$ cat config.mk
export PLATFORM = sky130hd
export DESIGN_NAME = fft_in_packer
export DESIGN_NICKNAME = d
export VERILOG_FILES = /design/src/rtl/fft_in_packer_pkg.sv /design/src/rtl/fft_in_lane_buf.sv /design/src/rtl/fft_in_packer.sv
export SDC_FILE = /design/constraint.sdc
export NUM_CORES = 1
export LEC_CHECK = 0
export ABC_CLOCK_PERIOD_IN_PS = 5400
export CAP_MARGIN = 20
export CORE_ASPECT_RATIO = 1.4
export CORE_MARGIN = 4
export CORE_UTILIZATION = 55
export CTS_CLUSTER_DIAMETER = 80
export DETAILED_ROUTE_END_ITERATION = 10
export HOLD_SLACK_MARGIN = 0.03
export PLACE_DENSITY = 0.92
export SETUP_SLACK_MARGIN = 0.15
export SLEW_MARGIN = 10
export SYNTH_ARGS = -nofsm -noshare
export SYNTH_HDL_FRONTEND = slang
export SYNTH_HIERARCHICAL = 1
export SYNTH_SLANG_ARGS = --single-unit
export TNS_END_PERCENT = 5
$ cat constraint.sdc
create_clock -name clk -period 5.4 [get_ports clk]
set_input_delay 1.62 -clock clk [delete_from_list [all_inputs] [get_ports clk]]
set_output_delay 1.62 -clock clk [all_outputs]
set_load 0.005 [all_outputs]
$ cat src/rtl/fft_in_packer_pkg.sv
// Shared constants and sample types for the 16-lane FFT input front end.
package fft_in_packer_pkg;

  localparam int WIDTH         = 9;
  localparam int LANES         = 16;
  localparam int POINTS        = 512;
  localparam int VEC_PER_FRAME = POINTS / LANES;
  localparam int LANE_W        = $clog2(LANES);
  localparam int VEC_W         = $clog2(VEC_PER_FRAME);

  // One signed component (I or Q) of a complex sample.
  typedef logic signed [WIDTH-1:0] sample_t;

  // One full vector of a single component; lane 0 is the earliest sample.
  typedef sample_t [0:LANES-1] sample_vec_t;

endpackage

$ cat src/rtl/fft_in_lane_buf.sv
// LANES-deep indexed sample buffer. The flush view merges the sample being
// written this cycle into its lane and zero-fills every lane above it, so a
// short (s_last) vector leaves no stale data from an earlier vector.
import fft_in_packer_pkg::*;

module fft_in_lane_buf (
  input  logic              clk,
  input  logic              rstn,
  input  logic              wr_en,
  input  logic [LANE_W-1:0] wr_idx,
  input  sample_t           wr_i,
  input  sample_t           wr_q,
  output sample_vec_t       flush_i,
  output sample_vec_t       flush_q
);

  sample_vec_t buf_i_q, buf_i_d;
  sample_vec_t buf_q_q, buf_q_d;

  // Write the accepted sample into its lane; other lanes hold.
  always_comb begin
    // NOTE: every always_comb output gets a full default first so no path leaves it unassigned (no latch).
    buf_i_d = buf_i_q;
    buf_q_d = buf_q_q;
    if (wr_en) begin
      buf_i_d[wr_idx] = wr_i;
      buf_q_d[wr_idx] = wr_q;
    end
  end

  // Buffer storage register.
  always_ff @(posedge clk) begin
    // NOTE: this buffer is small flop storage that must read back as zero after reset, so it is reset like any other state.
    if (rstn) begin
      buf_i_q <= '0;
      buf_q_q <= '0;
    end else begin
      // NOTE: sequential state uses non-blocking assignments so every flop samples pre-edge values.
      buf_i_q <= buf_i_d;
      buf_q_q <= buf_q_d;
    end
  end

  // Vector as it would be emitted if this cycle flushes.
  always_comb begin
    for (int l = 0; l < LANES; l++) begin
      if (LANE_W'(l) < wr_idx) begin
        flush_i[l] = buf_i_q[l];
        flush_q[l] = buf_q_q[l];
      end else if (LANE_W'(l) == wr_idx) begin
        flush_i[l] = wr_i;
        flush_q[l] = wr_q;
      end else begin
        flush_i[l] = '0;
        flush_q[l] = '0;
      end
    end
  end

endmodule

$ cat src/rtl/fft_in_packer.sv
// Serial-to-parallel front end of the 16-lane FFT: packs one complex sample
// per accepted cycle into LANES-wide vectors, emits each with a one-cycle
// din_valid strobe and tracks the vector position within a POINTS frame.
// Optional macro FFT_IN_CONJ_EN adds fft_mode, which stores the saturated
// negation of s_q (conjugate input for the IFFT).
import fft_in_packer_pkg::*;

module fft_in_packer (
  input  logic                    clk,
  input  logic                    rstn,
`ifdef FFT_IN_CONJ_EN
  input  logic                    fft_mode,
`endif
  input  logic signed [WIDTH-1:0] s_i,
  input  logic signed [WIDTH-1:0] s_q,
  input  logic                    s_valid,
  input  logic                    s_last,
  output logic signed [WIDTH-1:0] in_i [0:LANES-1],
  output logic signed [WIDTH-1:0] in_q [0:LANES-1],
  output logic                    din_valid,
  output logic                    frame_start,
  output logic                    frame_end
);

  logic [LANE_W-1:0] lane_cnt_q, lane_cnt_d;
  logic [VEC_W-1:0]  vec_cnt_q, vec_cnt_d;
  sample_vec_t       in_i_q, in_i_d;
  sample_vec_t       in_q_q, in_q_d;
  logic              din_valid_q, din_valid_d;
  logic              frame_start_q, frame_start_d;
  logic              frame_end_q, frame_end_d;

  sample_t           wr_q_val;
  sample_vec_t       flush_i, flush_q;
  logic              emit;
  logic              vec_last;

`ifdef FFT_IN_CONJ_EN
  localparam sample_t Q_MIN = sample_t'({1'b1, {(WIDTH-1){1'b0}}});
  localparam sample_t Q_MAX = sample_t'({1'b0, {(WIDTH-1){1'b1}}});

  // Conjugate path: negate Q with saturation, since -Q_MIN does not fit.
  always_comb begin
    wr_q_val = s_q;
    if (fft_mode) wr_q_val = (s_q == Q_MIN) ? Q_MAX : -s_q;
  end
`else
  // Q passes through unmodified.
  always_comb wr_q_val = s_q;
`endif

  fft_in_lane_buf u_lane_buf (
    .clk     (clk),
    .rstn    (rstn),
    .wr_en   (s_valid),
    .wr_idx  (lane_cnt_q),
    .wr_i    (s_i),
    .wr_q    (wr_q_val),
    .flush_i (flush_i),
    .flush_q (flush_q)
  );

  // Counter advance, vector emit and frame flag generation.
  always_comb begin
    lane_cnt_d    = lane_cnt_q;
    vec_cnt_d     = vec_cnt_q;
    in_i_d        = in_i_q;
    in_q_d        = in_q_q;
    din_valid_d   = 1'b0;
    frame_start_d = 1'b0;
    frame_end_d   = 1'b0;

    vec_last = (vec_cnt_q == VEC_W'(VEC_PER_FRAME - 1));
    emit     = s_valid && ((lane_cnt_q == LANE_W'(LANES - 1)) || s_last);

    if (emit) begin
      in_i_d        = flush_i;
      in_q_d        = flush_q;
      din_valid_d   = 1'b1;
      frame_start_d = (vec_cnt_q == '0);
      frame_end_d   = vec_last || s_last;
      lane_cnt_d    = '0;
      // An early s_last closes the frame, so the next vector starts one.
      vec_cnt_d     = (vec_last || s_last) ? '0 : vec_cnt_q + 1'b1;
    end else if (s_valid) begin
      lane_cnt_d    = lane_cnt_q + 1'b1;
    end
  end

  // Counter and output registers with synchronous active-high reset.
  always_ff @(posedge clk) begin
    if (rstn) begin
      lane_cnt_q    <= '0;
      vec_cnt_q     <= '0;
      in_i_q        <= '0;
      in_q_q        <= '0;
      din_valid_q   <= 1'b0;
      frame_start_q <= 1'b0;
      frame_end_q   <= 1'b0;
    end else begin
      lane_cnt_q    <= lane_cnt_d;
      vec_cnt_q     <= vec_cnt_d;
      in_i_q        <= in_i_d;
      in_q_q        <= in_q_d;
      din_valid_q   <= din_valid_d;
      frame_start_q <= frame_start_d;
      frame_end_q   <= frame_end_d;
    end
  end

  // Unpack the registered vectors onto the lane ports.
  always_comb begin
    for (int l = 0; l < LANES; l++) begin
      in_i[l] = in_i_q[l];
      in_q[l] = in_q_q[l];
    end
  end

  assign din_valid   = din_valid_q;
  assign frame_start = frame_start_q;
  assign frame_end   = frame_end_q;

endmodule
Word level (Yosys, flattened, before mapping)
Cells that the tools add are included.

storage, ports and cells
  flip-flop bits (word level) = 588
  input port bits = 22
  logic and storage cells = 186
  output and inout port bits = 291

cells by class
  add/sub/neg operators = 2
  $lt $le $gt $ge = 18
  eq/ne operators = 17
  reductions and logical operators = 8
  multiplexer cells = 70
  bitwise logic cells = 2

operators with widths
  operator                                             number
  two-way mux 9 bit                                    65
  bitwise mux 144 bit                                  2
  demux 9 bit (select 4 bit)                           1
  equality test 4 bit (first input constant)           8
  < comparator 4 bit (first input constant)            8
  equality test 3 x 4 -> 1 bit (first input constant)  4
  < comparator 3 x 4 -> 1 bit (first input constant)   4
  equality test 2 x 4 -> 1 bit (first input constant)  2
  < comparator 1 x 4 -> 1 bit (first input constant)   2
  < comparator 2 x 4 -> 1 bit (first input constant)   2
  adder 5 x 1 -> 5 bit (second input constant)         1
  equality test 5 bit (second input constant)          1
  >= comparator 5 bit (second input constant)          1
  logical NOT 5 bit                                    1
  < comparator 5 x 1 -> 1 bit (second input constant)  1
  two-way mux 5 bit                                    1
  inverter 4 -> 5 bit                                  1
  adder 4 x 1 -> 4 bit (second input constant)         1
  equality test 1 x 4 -> 1 bit (first input constant)  1
  equality test 4 bit (second input constant)          1
  logical NOT 4 bit                                    1
  OR reduction 2 bit                                   2
  logical AND 1 bit                                    2
  logical OR 1 bit                                     2
  2 further kinds                                      2

Depth between registers and ports, before layout
  word-level depth = 6
  depth in mapped cells = 7
  depth with buffers taken out = 6

Hierarchy
Netlist, hierarchy kept.

by module, submodules not included
  module           times used  seq. area each (µm²)  area each (µm²)  cells each
  fft_in_lane_buf  1           5405.2                13755.7          1503
  fft_in_packer    1           6005.8                9187.6           692

Least setup slack after synthesis
Ideal clock, no wire load.

  kind = input -> register
  from = in rstn
  to = reg u_lane_buf/buf_i_q[126] in the netlist's numbering
  library setup time = 0.132 ns
  stages on the path = 5
  path buffers = 4
  setup slack = 2.615 ns
  required time = 5.268 ns
  arrival = 2.653 ns
  cell sequence = clkbuf_1 > clkbuf_1 > clkbuf_1 > clkbuf_1 > a21oi_1

RTL lines
  element               line                   source
  from (decl)           fft_in_packer.sv:10    input logic rstn,
  to (signal assigned)  fft_in_lane_buf.sv:39  buf_i_q <= buf_i_d;
  to (decl)             fft_in_lane_buf.sv:17  sample_vec_t buf_i_q, buf_i_d;

No word-level cell between the ends.

Worst setup path in the final report
  from = in s_valid
  to = reg in_q_q (netlist bit in_q[27])

between the ends
  cells in the longest elaborated chain, start to end = 1

RTL lines
  element               line                  source
  from (decl)           fft_in_packer.sv:16   input logic s_valid,
  logical AND 1 bit     fft_in_packer.sv:74   emit = s_valid && ((lane_cnt_q == LANE_W'(LANES - 1)) || s_last);
  to (signal assigned)  fft_in_packer.sv:104  in_q_q <= in_q_d;
  to (decl)             fft_in_packer.sv:28   sample_vec_t in_q_q, in_q_d;

Every way passes these cells.
A chain may end at the register's enable or synchronous reset.

==> results by group <==
Status
  – Status: finished clean

Logic synthesis
  – Post-Synthesis Cell Area: 0.0229 mm2
  – Number of library cell types mapped by synthesis: 48
  – Ranking of synthesized cells by area: sky130_fd_sc_hd__dfxtp_1 (50%), sky130_fd_sc_hd__a22o_1 (19%), sky130_fd_sc_hd__mux2i_1 (8.7%)
  – Per-instance average area after synthesis: 10.5 um2
  – Seq cells post-synth: 570
  – Synthesized instance count: 2,195
  – Sequential share of the synthesized area: 0.497
  – Number of flops mapped to enable cells by yosys: 0
  – Area fraction of the dominant cell type after synthesis: 0.497
  – Net count of the mapped netlist: 2,221
  – Leading area contributor after synthesis: sky130_fd_sc_hd__dfxtp_1
  – Predominant post-synthesis flop cell: sky130_fd_sc_hd__dfxtp_1
  – Share of flip-flops with an asynchronous set or reset after synthesis: 0
  – Synth Warn #: 6

Worst setup path
  – CP startpoint kind: primary input
  – Arrival time at the worst endpoint: 4.07 ns
  – Crit path max-delay cell type: sky130_fd_sc_hd__clkdlybuf4s50_1
  – Category of the worst setup path capture point: flip-flop
  – Ordered cell list for the critical path: clkdlybuf4s50_1 -> nand2b_1 -> nor2_4 -> buf_12 -> a22o_1
  – Worst Setup Path Type: primary input to flip-flop
  – Kind of cell with the highest combined delay on the critical path: buffers and inverters
  – Largest fanout on the critical path: 93
  – Number of buffer and inverter stages on the critical path: 2
  – Slowest stage delay, CP: 0.89 ns
  – Required time at the worst-slack endpoint: 5.91 ns

CTS
  – Skew-Pair Late Insertion Delay: 0.58 ns
  – Clock input transition at the sequential cells of the worst setup and hold paths: 0.06 ns
  – Maximum count of clock buffers along a single path: 3
  – Hold buffers post-CTS: 0
  – Master cell of the clock root buffer: sky130_fd_sc_hd__clkbuf_16
  – Number of gates given a new drive strength after cts: 0
  – CTS tree: built
  – H-tree depth: 2
  – Total number of clock tree sinks: 570
  – Total clock buffers created by CTS: 50
  – Post-CTS setup repair buffer count: 0

Power and ir drop
  – Peak supply drop: 256 uV
  – Leakage Power: 11.2 nW
  – PwrDens: 311 mW/mm2
  – Final Power: 8.61 mW

Global routing
  – Maximum number of pins on one net before global-route repair: 157
  – Total global-route track usage: 0.300
  – Antenna violations before repair: 2
  – Wire length of the first global-routing pass: 109,000 um
  – Number of global-route vias before repair: 18,381
  – Overall overflow remaining after global route: 0

Final layout
  – Fraction of final layout cells sized beyond drive strength 1: 0.0751
  – Layout area overhead: 20.8%
  – Fill cells: 2,981
  – Total number of nets in the final design: 2,372
  – Most used cells in the layout excluding fill and tap cells: sky130_fd_sc_hd__dfxtp_1 (569), sky130_fd_sc_hd__a22o_1 (507), sky130_fd_sc_hd__clkdlybuf4s50_1 (311)
  – FF+latch area: 0.0114 mm2
  – Multi-input gate area: 0.0103 mm2
  – Most common cell after layout, fill and taps aside: sky130_fd_sc_hd__dfxtp_1
  – Fin cells: 2,928

Detailed routing
  – Met2 wire length: 34,000 um
  – Via count: 18,597
  – DRC viols: 0
  – Met3 WL post-DR: 5990 um
  – WL final: 71,800 um
  – Iteration-0 DRC Markers: 1,953
  – Wire length per cell after detailed routing: 24.5 um
  – First-pass iteration count of the detailed router: 6
  – Number of nets with antenna violations after routing: 0
  – DR vias/cell: 6.35
  – Detailed-route wire length on metal 1: 26,500 um
  – Uppermost layer routed: met4

STA
  – Number of pins with negative max-slew slack in the final report: 0
  – Endpoints failing hold: 0
  – Min Clock Period, post-route: 3.56 ns
  – Sum Neg Setup Slack: 0 ns
  – Worst-case clock skew: 0.0230 ns
  – Final hold slack: 0.477 ns
  – Setup repair after global routing missed its margin: false
  – Final period util: 0.660
  – Highest Clock Rate: 281 MHz
  – Number of failing setup endpoints in the final timing report: 0
  – Slew of the pin with the lowest slew margin: 1.12 ns
  – Tightest slew margin relative to the limit: 0.252

Placement
  – Number of I/O port buffers: 312
  – Post-DP HPWL: 45,800 um
  – Placed insts: 2,834
  – RD Place Congestion: 0.853

Floorplan
  – Die boundary height: 250 um
  – Die area: 0.0451 mm2
  – Io pins: 313
  – Effective utilization at floorplan: 0.557
  – Core outline area: 0.0412 mm2
  – Standard-cell rows: 88
  – Die X-Extent: 181 um

Min path
  – Classification of the worst-slack hold path: flip-flop to flip-flop

Run
  – Number of max-cap violations: 0
==> tightest hold or removal path, cell delays in order, from the launching register on <==
cell,delay [ns]
sky130_fd_sc_hd__dfxtp_1,0.31
sky130_fd_sc_hd__nand2b_1,0.06
sky130_fd_sc_hd__mux2i_1,0.06
==> cells in the mapped netlist (all sizes together), types with 2 or more instances <==
| library cell | count |
|---|---|
| buf | 122 |
| xnor2 | 2 |
| nand2b | 221 |
| clkbuf | 132 |
| nor2b | 3 |
| a21oi | 74 |
| nor4b | 2 |
| inv | 2 |
| and2b | 2 |
| nor3 | 3 |
| nand3 | 78 |
| and2 | 20 |
| nand2 | 83 |
| a21o | 2 |
| and3b | 2 |
| mux2 | 19 |
| o21ai | 108 |
| xor2 | 2 |
| and3 | 4 |
| ha | 4 |
| mux2i | 199 |
| a31o | 2 |
| dfxtp | 570 |
| nor2 | 22 |
| a22o | 507 |
==> routing by layer <==
metal  global-route usage  up-vias
met5                    0        -
met4                0.194        0
met3               0.0520      259
met2                0.496     1011
met1                0.361     9046
li1                     -     8281
==> cell families after synthesis <==
group / after synthesis / synth area share
AOI/OAI and AO/OA: 696 / 0.236
DFF: 570 / 0.497
and+or+nand+nor: 447 / 0.112
buffers and inverters: 256 / 0.0542
muxes: 218 / 0.0961
xor gates and xnor gates: 4 / 0.00153
adders and majority gates: 4 / 0.00218
==> registers in the layout, indices dropped and copies added, names as in the netlist <==
signal              flops
u_lane_buf/buf_q_q    135
u_lane_buf/buf_i_q    135
lane_cnt_q              4
in_i                  144
in_q                  144
vec_cnt_q               5
frame_start             1
din_valid               1
frame_end               1
==> power breakdown <==
group          switching (mW)  total, mW  internal, mW
Clock                    1.61       3.91          2.30
Sequential             0.0250       4.26          4.23
Combinational           0.305      0.446         0.141
==> final timing paths <==
kind | start | end | slack (ns) | cells past startpoint
setup / recovery | s_valid | in_q[27]$_SDFFE_PP0P_ | 1.84 | 5
hold / removal | u_lane_buf/buf_q_q[29]$_SDFFE_PP0P_ | u_lane_buf/buf_q_q[29]$_SDFFE_PP0P_ | 0.48 | 2
setup reg to reg | lane_cnt_q[3]$_SDFFE_PP0P_ | in_i[121]$_SDFFE_PP0P_ | 1.89 | 6
hold reg to reg | u_lane_buf/buf_q_q[29]$_SDFFE_PP0P_ | u_lane_buf/buf_q_q[29]$_SDFFE_PP0P_ | 0.48 | 2
==> per-stage QoR <==
step / setup slack (ns) / util / instance area (um2)
2_1_floorplan: 2.61 / - / 22900
3_3_place_gp: 1.35 / 0.629 / 25900
3_5_place_dp: 1.36 / 0.629 / 25900
4_1_cts: 1.93 / 0.673 / 27700
5_1_grt: 1.73 / 0.673 / 27700
6_report: 1.84 / 0.673 / 27700
==> layout make-up <==
type	instances	area share
Clock inverter	27	0.0135
Inverter	2	0.000271
Multi-Input combinational cell	1369	0.372
Sequential cell	570	0.412
Tap cell	540	0.0244
Clock buffer	64	0.0514
Antenna cell	3	0.000271
Timing Repair Buffer	353	0.126
Note: power is estimated with default switching activity, not from simulation.
